<file path="config.mk">
export PLATFORM = sky130hd
export DESIGN_NAME = ram2_port_arbiter
export DESIGN_NICKNAME = d
export VERILOG_FILES = /design/src/rtl/ram2_port_arbiter_pkg.sv /design/src/rtl/ram2_port_arbiter_rr_arbiter.sv /design/src/rtl/ram2_port_arbiter.sv
export SDC_FILE = /design/constraint.sdc
export NUM_CORES = 1
export LEC_CHECK = 0
export BUFFER_PORTS_ARGS = -buffer_cell sky130_fd_sc_hd__buf_2
export CAP_MARGIN = 20
export CORE_UTILIZATION = 40
export CTS_CLUSTER_DIAMETER = 100
export DETAILED_ROUTE_END_ITERATION = 10
export PLACE_DENSITY_LB_ADDON = 0.3
export SYNTH_ARGS = -nofsm -noshare
export SYNTH_HDL_FRONTEND = slang
export SYNTH_SLANG_ARGS = --single-unit
</file>
<file path="constraint.sdc">
create_clock -name clk -period 2.46 [get_ports clk]
set_input_delay 0.123 -clock clk [delete_from_list [all_inputs] [get_ports clk]]
set_output_delay 0.123 -clock clk [all_outputs]
set_load 0.005 [all_outputs]
</file>
<file path="src/rtl/ram2_port_arbiter_pkg.sv">
// ram2_arb_pkg: shared defaults and client-ID width helper for the RAM2 port arbiter.
package ram2_arb_pkg;
   localparam int ADDR_W_DEF = 5;
   localparam int DATA_W_DEF = 32;
   localparam int RD_LAT_DEF = 1;
   function automatic int id_width(input int n);
      return (n > 1) ? $clog2(n) : 1;
   endfunction
endpackage

</file>
<file path="src/rtl/ram2_port_arbiter_rr_arbiter.sv">
// rr_arbiter: round-robin arbiter, first request at or after the pointer wins, pointer moves past the winner.
module rr_arbiter
   import ram2_arb_pkg::*;
#(
   parameter int N = 2,
   localparam int ID_W = id_width(N)
) (
   input  logic            clk,
   input  logic            rst,
   input  logic [N-1:0]    req,
   output logic [N-1:0]    gnt,
   output logic [ID_W-1:0] gid,
   output logic            gv
);
   logic [ID_W-1:0] ptr;
   always_comb begin
      gnt = '0;
      gid = '0;
      gv  = 1'b0;
      for (int k = 0; k < N; k++) begin
         if (!gv && req[(int'(ptr) + k) % N]) begin
            gv = 1'b1;
            gnt[(int'(ptr) + k) % N] = 1'b1;
            gid = ID_W'((int'(ptr) + k) % N);
         end
      end
   end
   always_ff @(posedge clk or posedge rst) begin
      if (rst) ptr <= '0;
      else if (gv) ptr <= (gid == ID_W'(N - 1)) ? '0 : gid + 1'b1;
   end
endmodule

</file>
<file path="src/rtl/ram2_port_arbiter.sv">
// ram2_port_arbiter: shares RAM2 write port and read port 0 among NUM_REQ clients,
// independent round-robin for reads and writes, fixed-latency registered read responses.
module ram2_port_arbiter
   import ram2_arb_pkg::*;
#(
   parameter int NUM_REQ = 2,
   parameter int ADDR_W  = ADDR_W_DEF,
   parameter int DATA_W  = DATA_W_DEF,
   parameter int RD_LAT  = RD_LAT_DEF
) (
   input  logic                       clk,
   input  logic                       rst,
   input  logic [NUM_REQ-1:0]         req_valid,
   input  logic [NUM_REQ-1:0]         req_we,
   input  logic [NUM_REQ*ADDR_W-1:0]  req_addr,
   input  logic [NUM_REQ*DATA_W-1:0]  req_wdata,
   output logic [NUM_REQ-1:0]         req_ready,
   output logic [NUM_REQ-1:0]         resp_valid,
   output logic [DATA_W-1:0]          resp_data,
   output logic [ADDR_W-1:0]          raddr0,
   input  logic [DATA_W-1:0]          rdata0,
   output logic [ADDR_W-1:0]          waddr,
   output logic [DATA_W-1:0]          wdata,
   output logic                       wen
);
   localparam int ID_W = id_width(NUM_REQ);
   logic [NUM_REQ-1:0] rd_req, wr_req, rd_gnt, wr_gnt;
   logic [ID_W-1:0]    rd_id, wr_id;
   logic               rd_gv, wr_gv;
   logic [ADDR_W-1:0]  raddr_q;
   logic [RD_LAT-1:0]  pv;
   logic [ID_W-1:0]    pid [RD_LAT];
   // Masking by rst keeps ready/wen low for the whole reset, not just after it.
   assign rd_req = rst ? '0 : req_valid & ~req_we;
   assign wr_req = rst ? '0 : req_valid & req_we;
   rr_arbiter #(.N(NUM_REQ)) u_rd_arb (
      .clk(clk), .rst(rst), .req(rd_req), .gnt(rd_gnt), .gid(rd_id), .gv(rd_gv)
   );
   rr_arbiter #(.N(NUM_REQ)) u_wr_arb (
      .clk(clk), .rst(rst), .req(wr_req), .gnt(wr_gnt), .gid(wr_id), .gv(wr_gv)
   );
   assign req_ready = rd_gnt | wr_gnt;
   assign raddr0    = rd_gv ? req_addr[int'(rd_id) * ADDR_W +: ADDR_W] : raddr_q;
   assign wen       = wr_gv;
   assign waddr     = wr_gv ? req_addr[int'(wr_id) * ADDR_W +: ADDR_W] : '0;
   assign wdata     = wr_gv ? req_wdata[int'(wr_id) * DATA_W +: DATA_W] : '0;
   always_ff @(posedge clk or posedge rst) begin
      if (rst) begin
         raddr_q    <= '0;
         pv         <= '0;
         resp_valid <= '0;
         resp_data  <= '0;
         for (int k = 0; k < RD_LAT; k++) pid[k] <= '0;
      end else begin
         if (rd_gv) raddr_q <= raddr0;
         pv[0]  <= rd_gv;
         pid[0] <= rd_id;
         for (int k = 1; k < RD_LAT; k++) begin
            pv[k]  <= pv[k-1];
            pid[k] <= pid[k-1];
         end
         resp_valid <= pv[RD_LAT-1] ? NUM_REQ'(1) << pid[RD_LAT-1] : '0;
         if (pv[RD_LAT-1]) resp_data <= rdata0;
      end
   end
endmodule

</file>
==> results by group <==
Finish
  – Area delta synth->final: 46.2%
  – FF+latch area: 0.00108 mm²
  – Nets: 552
  – N_diodes: 0
  – Cell Count, Final, Fillers Out: 516
  – Layout cells sized above 1: 55.6%
  – Filler Cells Inserted: 518
  – Multi-input logic area: 0.00126 mm²

Clock network
  – Clk pin slew, worst setup/hold paths: 0.08 ns
  – Number of H-tree levels: 2
  – CTS hold repair buffers: 0
  – Deepest clock path buffer count: 2
  – Number of CTS-inserted buffers: 5
  – Clock sinks: 43
  – CTS tree: yes
  – CTS root buffer: clkbuf_8
  – Post-CTS setup buffers: 0
  – Post-CTS sizing: 0
  – Skew-Pair Late Insertion Delay: 0.30 ns

Logic synthesis
  – Synthesized flop and latch total: 43
  – Mean Syn Cell Area: 9.61 µm²
  – Post-synth ARST share: 100%
  – Post-synthesis compound-gate area fraction: 22.3%
  – Syn. warnings: 0
  – Mux contribution to synthesized area: 14.6%
  – Xor/xnor cell area share of the yosys netlist: 0%
  – Netlist cell types: 31
  – Sequential fraction of the synthesis area: 43.6%
  – Adder-cell area share of the yosys netlist: 0%
  – EDFF count, synth: 0
  – Ys flop type: dfrtp_1
  – Simple-Gate Fraction of Synth Area: 14.2%
  – Post-Syn Nets: 369
  – Mapped Cells: 257
  – Post-Synthesis Cell Area: 0.00247 mm²
  – Largest family of logic cells by synthesized area: compound AO/OA/AOI/OAI gates

Route
  – First-pass iteration count of the detailed router: 4
  – Routed WL per cell: 15.0 µm
  – Iteration-0 DRC Markers: 121
  – Final ANT Viol Nets: 0
  – Routed vias: 2,743
  – Routed Wire Length: 7740 µm
  – DRC violations left: 0
  – Via density: 5.32

STA
  – Clk_skew: 0.00285 ns
  – Hold Fails Final Rpt: 0
  – Worst slew pin tran: 0.783 ns
  – Total negative slack: 0 ns
  – Period utilisation layout: 81.1%
  – Worst slew margin: 46.5%
  – Max Freq: 0.501 GHz
  – Pins Over Slew Limit: 0
  – Fin crit period: 2.00 ns
  – RSZ-0062 raised after global routing: no
  – Hold Slack: 0.0544 ns
  – Final setup viols: 0

Setup path
  – Critical path's largest stage delay: 0.43 ns
  – CP Launch Type: flop
  – Worst Path Buf+Inv: 2
  – Worst EP arrival: 1.87 ns
  – Worst path required time: 2.34 ns
  – Largest fanout on the critical path: 25
  – Critical path's top delay family: buffers and inverters
  – Kind of end point of the critical path: output port
  – Setup slack, reg-to-reg: 1.00 ns
  – Crit Path Class: reg2out
  – Worst-path cell chain: and3b_1 -> buf_4 -> o21ai_0 -> a21oi_1 -> buf_2
  – Slowest CP cell: and3b_1

Floorplanning
  – Row cnt: 28
  – IO Pins: 191
  – Core ar.: 0.00592 mm²
  – Initial core utilization: 41.7%
  – Chip Height: 80.6 µm
  – Die X: 80.6 µm
  – Die area: 0.00649 mm²

Power
  – Pleak: 1.84 nW
  – Worst-case vdd ir drop: 492 µV
  – NetSw: 0.000563 W
  – Sw frac: 26.8%
  – P_int: 0.00154 W
  – Clk network pwr share: 30.9%
  – Combinational group share of total power: 27.1%
  – PD cells: 582 mW/mm²
  – Sequential Power Share: 42.1%

Place
  – Port bufs: 190
  – GP Congestion: 0.814
  – Hpwl dp: 5710 µm
  – DP Cell Count: 508

GRT
  – Initial antenna violation count: 0
  – First-pass GRT wire length: 11,800 µm
  – M2 GR Usage: 39.2%
  – Gr ovfl total: 0
  – Largest net degree at the start of global routing: 44
  – Total track usage: 23.5%
  – Met3 Use GR: 5.00%
  – Vias in the first global route: 2,484
  – Gr busiest metal: met2
  – Met1 global-route usage: 30.7%

Status
  – Status: completed

Flow run
  – Max-cap violations: 0

Hold path
  – HP Class: in2reg
[power by group through the flow]
| stage | Combinational [W] | Sequential, W | Clock (W) |
|---|---|---|---|
| 2_1_floorplan | 0.000276 | 0.000905 | 0 |
| 3_5_place_dp | 0.000572 | 0.000898 | 0 |
| 3_3_place_gp | 0.000558 | 0.000889 | 0 |
| 6_report | 0.000568 | 0.000884 | 0.000649 |
| 5_1_grt | 0.000631 | 0.000901 | 0.000693 |
| 4_1_cts | 0.000576 | 0.000885 | 0.000664 |
[through the flow]
step                utilization (%)  instance area, µm²  power [W]  worst slack (ns)
floorplan                         -                2470    0.00118             0.383
global placement               58.7                3480    0.00145             0.706
detailed placement             58.7                3480    0.00147             0.686
CTS                            60.9                3610    0.00212             0.472
global route                   60.9                3610    0.00222             0.314
finish                         60.9                3610    0.00210             0.465
[per-layer routing]
metal	part of all wire [%]	vias to the layer above
li1	-	1318
met2	49	121
met3	6.8	15
met5	0	-
met4	1.5	0
met1	42	1289
[cell usage after synthesis (4+ instances only)]
cell type | count | area [µm²]
a21oi_1 | 35 | 175
nand3_1 | 37 | 185
o21ai_0 | 17 | 85.1
dfrtp_1 | 43 | 1080
a221o_1 | 6 | 60.1
inv_1 | 6 | 22.5
nand2_1 | 5 | 18.8
a2bb2oi_1 | 4 | 35.0
buf_2 | 15 | 75.1
o21ai_1 | 20 | 100
mux2_2 | 32 | 360
clkbuf_1 | 8 | 30.0
[kinds of logic after synthesis]
kind of cell           after synthesis
buffers and inverters               30
muxes                               32
and+or+nand+nor                     60
DFF                                 43
AOI/OAI and AO/OA                   92
[worst paths after layout]
kind                               from  cells after the start       endpoint
max                        u_wr_arb.ptr                      5      wdata[12]
min                          rdata0[20]                      2  resp_data[20]
max reg2reg                u_rd_arb.ptr                      3     raddr_q[1]
min reg2reg                         pid                      1  resp_valid[0]
max in group asynchronous           rst                      3  resp_data[18]
min in group asynchronous           rst                      3   u_wr_arb.ptr
[layout by cell type, fill, tap and decap left out, types with 2 or more instances in the layout]
cell,synthesis,routed
a2111oi_0,3,3
a21oi_1,35,35
a221o_1,6,6
a221oi_2,2,2
a2bb2oi_1,4,4
and3b_1,3,3
buf_2,15,190
buf_4,0,9
bufinv_16,0,2
clkbuf_8,0,5
dfrtp_1,43,43
inv_1,6,5
mux2_2,32,32
nand2_1,5,5
nand3_1,37,37
nand3b_1,2,2
nor2_1,2,2
nor2b_1,2,2
nor4bb_1,2,2
o21ai_0,17,17
o21ai_1,20,20
o31ai_1,2,2
[final cells by class]
class | count | area share [%]
multi-input combinational | 184 | 35.0
sequential | 43 | 29.8
timing repair buffer | 199 | 28.2
tap | 75 | 2.60
clock buffer | 6 | 2.01
clock inverter | 2 | 1.66
inverter | 7 | 0.728
[registers in the layout (all words and copies together), names as in the netlist]
register      flops
resp_data        32
resp_valid        2
pid               1
pv                1
u_wr_arb.ptr      1
raddr_q           5
u_rd_arb.ptr      1
Note: power is estimated with default switching activity, not from simulation.
